File: src/rtl/mem_bus_arbiter.sv
`default_nettype none
// ============================================================================
// Module  : mem_bus_arbiter
// Brief   : Shares one synchronous memory port between the CPU (fixed
//           priority) and a secondary DMA / loader master with burst release.
//           Optional macro MEM_BUS_ARBITER_STARVE_GUARD_EN adds a forced grant
//           after STARVE_LIMIT consecutive denied DMA cycles.
// Revision: 1.0 - initial release
// ============================================================================
module mem_bus_arbiter #(
  parameter int ADDR_WIDTH   = 12,
  parameter int BURST_MAX    = 8,
  parameter int STARVE_LIMIT = 16
) (
  input  logic                  clk,
  input  logic                  rst_n,
  input  logic                  cpu_req,
  input  logic [ADDR_WIDTH-1:0] cpu_addr,
  input  logic                  cpu_rd,
  input  logic                  cpu_wr,
  input  logic                  cpu_byt,
  input  logic [15:0]           cpu_wr_data,
  output logic [15:0]           cpu_rd_data,
  output logic                  cpu_stall,
  input  logic                  dma_req,
  input  logic                  dma_lock,
  input  logic                  dma_we,
  input  logic                  dma_byt,
  input  logic [ADDR_WIDTH-1:0] dma_addr,
  input  logic [15:0]           dma_wr_data,
  output logic                  dma_gnt,
  output logic                  dma_rd_valid,
  output logic [15:0]           dma_rd_data,
  output logic [ADDR_WIDTH-1:0] mem_addr,
  output logic                  mem_rd,
  output logic                  mem_wr,
  output logic                  mem_byt,
  output logic [15:0]           mem_wr_data,
  input  logic [15:0]           mem_rd_data
);

  typedef enum logic [0:0] {
    OWN_CPU = 1'b0,
    OWN_DMA = 1'b1
  } owner_t;

  localparam logic [7:0] C_BURST_MAX = 8'(BURST_MAX);
  localparam logic [7:0] C_CNT_MAX   = 8'hFF;

  if (BURST_MAX < 1 || BURST_MAX > 255) begin : g_bad_burst_max
    $error("mem_bus_arbiter: BURST_MAX must be in 1..255");
  end
  if (STARVE_LIMIT < 1 || STARVE_LIMIT > 255) begin : g_bad_starve_limit
    $error("mem_bus_arbiter: STARVE_LIMIT must be in 1..255");
  end

  owner_t     r_owner;
  owner_t     w_owner_nxt;
  logic [7:0] r_burst_cnt;
  logic [7:0] w_burst_cnt_nxt;
  logic       r_rd_dma_d;
  logic       w_starve_force;
  logic       w_hold_dma;
  logic       w_gnt_dma;

`ifdef MEM_BUS_ARBITER_STARVE_GUARD_EN
  localparam logic [7:0] C_STARVE_LIMIT = 8'(STARVE_LIMIT);

  logic [7:0] r_wait_cnt;
  // A forced grant steals a single cycle; it must not open a burst window.
  logic       r_forced;

  assign w_starve_force = (r_wait_cnt >= C_STARVE_LIMIT);
  assign w_hold_dma     = (r_owner == OWN_DMA) & !r_forced &
                          (dma_lock | (r_burst_cnt < C_BURST_MAX));

  always_ff @(posedge clk or negedge rst_n) begin
    if (!rst_n) begin
      r_wait_cnt <= '0;
      r_forced   <= 1'b0;
    end else begin
      if (dma_req & !w_gnt_dma) begin
        r_wait_cnt <= (r_wait_cnt == C_CNT_MAX) ? C_CNT_MAX : r_wait_cnt + 8'd1;
      end else begin
        r_wait_cnt <= '0;
      end
      r_forced <= dma_req & cpu_req & w_starve_force & !w_hold_dma;
    end
  end
`else
  assign w_starve_force = 1'b0;
  assign w_hold_dma     = (r_owner == OWN_DMA) &
                          (dma_lock | (r_burst_cnt < C_BURST_MAX));
`endif

  assign w_gnt_dma = dma_req & (!cpu_req | w_hold_dma | w_starve_force);

  always_comb begin
    w_owner_nxt     = OWN_CPU;
    w_burst_cnt_nxt = '0;
    if (w_gnt_dma) begin
      w_owner_nxt     = OWN_DMA;
      w_burst_cnt_nxt = (r_burst_cnt == C_CNT_MAX) ? C_CNT_MAX : r_burst_cnt + 8'd1;
    end
  end

  always_ff @(posedge clk or negedge rst_n) begin
    if (!rst_n) begin
      r_owner     <= OWN_CPU;
      r_burst_cnt <= '0;
      r_rd_dma_d  <= 1'b0;
    end else begin
      r_owner     <= w_owner_nxt;
      r_burst_cnt <= w_burst_cnt_nxt;
      r_rd_dma_d  <= w_gnt_dma & !dma_we;
    end
  end

  // Strobes are gated by reset so nothing reaches memory while rst_n is low.
  always_comb begin
    mem_addr    = cpu_addr;
    mem_rd      = cpu_rd & cpu_req;
    mem_wr      = cpu_wr & cpu_req;
    mem_byt     = cpu_byt;
    mem_wr_data = cpu_wr_data;
    if (w_gnt_dma) begin
      mem_addr    = dma_addr;
      mem_rd      = !dma_we;
      mem_wr      = dma_we;
      mem_byt     = dma_byt;
      mem_wr_data = dma_wr_data;
    end
    if (!rst_n) begin
      mem_rd = 1'b0;
      mem_wr = 1'b0;
    end
  end

  assign dma_gnt      = w_gnt_dma & rst_n;
  assign cpu_stall    = cpu_req & dma_gnt;
  assign dma_rd_valid = r_rd_dma_d & rst_n;
  assign dma_rd_data  = mem_rd_data;
  assign cpu_rd_data  = mem_rd_data;

endmodule
`default_nettype wire

File: config.mk
export PLATFORM = sky130hd
export DESIGN_NAME = mem_bus_arbiter
export DESIGN_NICKNAME = d
export VERILOG_FILES = /design/src/rtl/mem_bus_arbiter.sv
export SDC_FILE = /design/constraint.sdc
export NUM_CORES = 1
export LEC_CHECK = 0
export CORE_UTILIZATION = 24
export DETAILED_ROUTE_END_ITERATION = 6
export GPL_ROUTABILITY_DRIVEN = 1
export PLACE_DENSITY_LB_ADDON = 0.08
export SLEW_MARGIN = 20
export SYNTH_ARGS = -nofsm -noshare
export SYNTH_HDL_FRONTEND = slang
export SYNTH_SLANG_ARGS = --single-unit
File: constraint.sdc
create_clock -name clk -period 1.8 [get_ports clk]
set_input_delay 0.36 -clock clk [delete_from_list [all_inputs] [get_ports clk]]
set_output_delay 0.36 -clock clk [all_outputs]
set_load 0.02 [all_outputs]
==> results.toml, run 1 <==
[sta]
hold_viol = 0
report.final.slew_viol_count = 0
slew_headroom_pct = 76.4
finClkSkew_ns = 0.00307
finalCritPeriodShare_pct = 120
tns_ns = -10.86
tightest_slew_ns = 0.351
setup_viol = 33
period_needed_ns = 2.17
max_clock_freq_mhz = 461
rsz0062_at_grt = "true"
worst_slack_ns = -0.367

[routing]
num_vias = 1189
routedWlPerCell_um = 16.0
wl_mm = 4.41
ant_nets = 0
via_per_inst = 4.32
drt_pass1_iterations = 4
initialDrtViolationCount = 27
drc = 0

[power]
ir_worst_vdd_mv = 0.401
power_density_nw_per_um2 = 510
p_leak_uw = 0.00111
power_uw = 1220

[grt]
grt_usage_pct = 14.0
grt_overflow = 0
antenna_found_initial = 0
grt_pass1_wl_mm = 5.82
grt_max_degree = 10
met2_usage_pct = 25.0
grt_pass1_vias = 1169
grtUsageMet3_pct = 4.80
busiest_layer = "met2"
grtUsageMet1_pct = 15.5

[finish]
syn2layout_area_growth_pct = 93.0
final_common_cell = "clkdlybuf4s50_1"
register_area_um2 = 250
insertedDiodeCount = 0
drive_gt1_share_pct = 48.6
fillers = 450
final_cells = 275
final_cell_mix = "62 x clkdlybuf4s50_1, 35 x buf_6, 27 x mux2_4, 15 x buf_4, 10 x dfrtp_1"
multi_input_area_um2 = 733
fin_nets = 292

[placement]
io_buffers = 99
detailed_place_hpwl_mm = 3.49
globalplace.congestion = 0.763
place_inst = 264

[logic_synthesis]
synthTopCellsByArea = "mux2_4 33%, dfrtp_1 20%, buf_4 19%"
ys_types = 27
syn_nets = 202
yosys.area.top_type = "mux2_4"
ys_ff_latch = 10
synth_top_flop_cell = "dfrtp_1"
synthesis.area_um2 = 1240
postSynthCellCount = 119
avgSynthCellArea_um2 = 10.4
synth_edf_count = 0
yosysSeqAreaShare_pct = 20.2
async_flop_share_pct = 100
yosys_warnings = 0
synth.top_cell.area_share_pct = 32.7

[clock_network]
postCtsHoldBufs = 0
cts.sinks = 10
cts_max_level = 1
cts_root_buf = "clkbuf_8"
numCtsBuffers = 3
clk_pin_slew_ns = 0.05
clkLatencyLatePin_ns = 0.24
cts_tree = "done"
clk_path_buf_depth = 2

[critical_path]
worstPathArrival_ns = 1.81
end_kind = "output pin"
required_ns = 1.44
critPathLaunchType = "primary input"
worst-path-max-fanout = 7
critPathKind = "in2out"

[die]
fp.coreArea_um2 = 4850
rows = 25
ios = 148
fp.dieH_um = 73.9
fp.dieW_um = 73.9
start_util_pct = 25.6
dieArea_um2 = 5460

[run_status]
status = "complete, but fails checks"
violations = "setup timing"

[run]
maxCapViolations = 0

[min_path]
hold_path.class = "in2async"
kinds of logic after synthesis:
group | share of synthesized area, %
xor gates and xnor gates | 2.83
DFF | 20.2
and+or+nand+nor | 9.38
muxes | 34.5
buffers and inverters | 26.0
AOI/OAI and AO/OA | 6.06
adders and majority gates | 1.01
cell usage after synthesis, types with 3 or more instances:
library cell   n
mux2_4        27
dfrtp_1       10
inv_1          4
nand2_1        4
nor2_1         3
xor2_1         3
nand3_1        3
buf_4         32
a21oi_1        8
final timing paths:
kind | start | slack [ns] | endpoint | cells after the start
setup / recovery | dma_lock | -0.37 | mem_byt | 6
hold / removal | rst_n | 0.20 | r_burst_cnt[5]$_DFF_PN0_ | 3
setup reg to reg | r_burst_cnt[6]$_DFF_PN0_ | 0.17 | r_burst_cnt[6]$_DFF_PN0_ | 7
hold reg to reg | r_burst_cnt[0]$_DFF_PN0_ | 0.54 | r_burst_cnt[0]$_DFF_PN0_ | 1
max in group asynchronous | rst_n | 1.45 | r_burst_cnt[1]$_DFF_PN0_ | 3
min in group clk | r_burst_cnt[0]$_DFF_PN0_ | 0.54 | r_burst_cnt[0]$_DFF_PN0_ | 1
per-stage QoR:
stage	setup WS [ns]	utilization, %	hold WS [ns]	area [µm²]
CTS	-0.379	47.1	0.533	2280
detailed placement	-0.866	44.9	0.524	2180
global placement	-0.844	44.9	0.522	2180
floorplan	-0.00220	-	0.0644	1260
global route	-0.427	49.4	0.252	2390
finish	-0.367	49.4	0.205	2390
worst max-delay path, cell delays in order:
cell	delay [ns]
clkdlybuf4s50_1	0.41
a21oi_2	0.15
o21a_4	0.25
buf_4	0.15
mux2_2	0.31
buf_2	0.16
power breakdown:
group	switching (µW)	internal (µW)	leakage (µW)
Sequential	8.75	235	0.000135
Combinational	260	427	0.000946
Clock	96.5	193	0.0000288
Total	365	855	0.00111
per-layer routing:
metal	part of all wire, %	wire [µm]
met2	52	2270
met3	11	474
met1	37	1610
met5	0	0
met4	1.0	46
repair_timing:
| action | in CTS | in global routing |
|---|---|---|
| gates resized for setup | 187 | 29 |
| pin swaps | 1 | 1 |
| cloned | 1 | 0 |
| setup endpoints to repair | 34 | 37 |
| setup buffers | 4 | 3 |
state kept, by name, indices dropped and copies added (netlist names):
| signal | count |
|---|---|
| r_burst_cnt | 8 |
| r_owner | 1 |
| r_rd_dma_d | 1 |
final cells by class:
class / count / area share, %
flip-flops and latches: 10 / 10.5
well taps: 67 / 3.50
clock buffers: 4 / 2.30
multi-input cells: 68 / 30.6
repair buffers: 122 / 52.3
inverters: 4 / 0.836
No activity file was read; power rests on OpenSTA's default activity.
==> inputs of run 2 (changes only) <==
SLEW_MARGIN = unset   (was 20)
==> results of run 2 <==
Final layout, timing and power as in run 1 (identical DEF).
==> inputs of run 3 (changes only) <==
CAP_MARGIN = 20   (was unset)
==> results of run 3 <==
Final layout, timing and power as in run 1 (identical DEF).
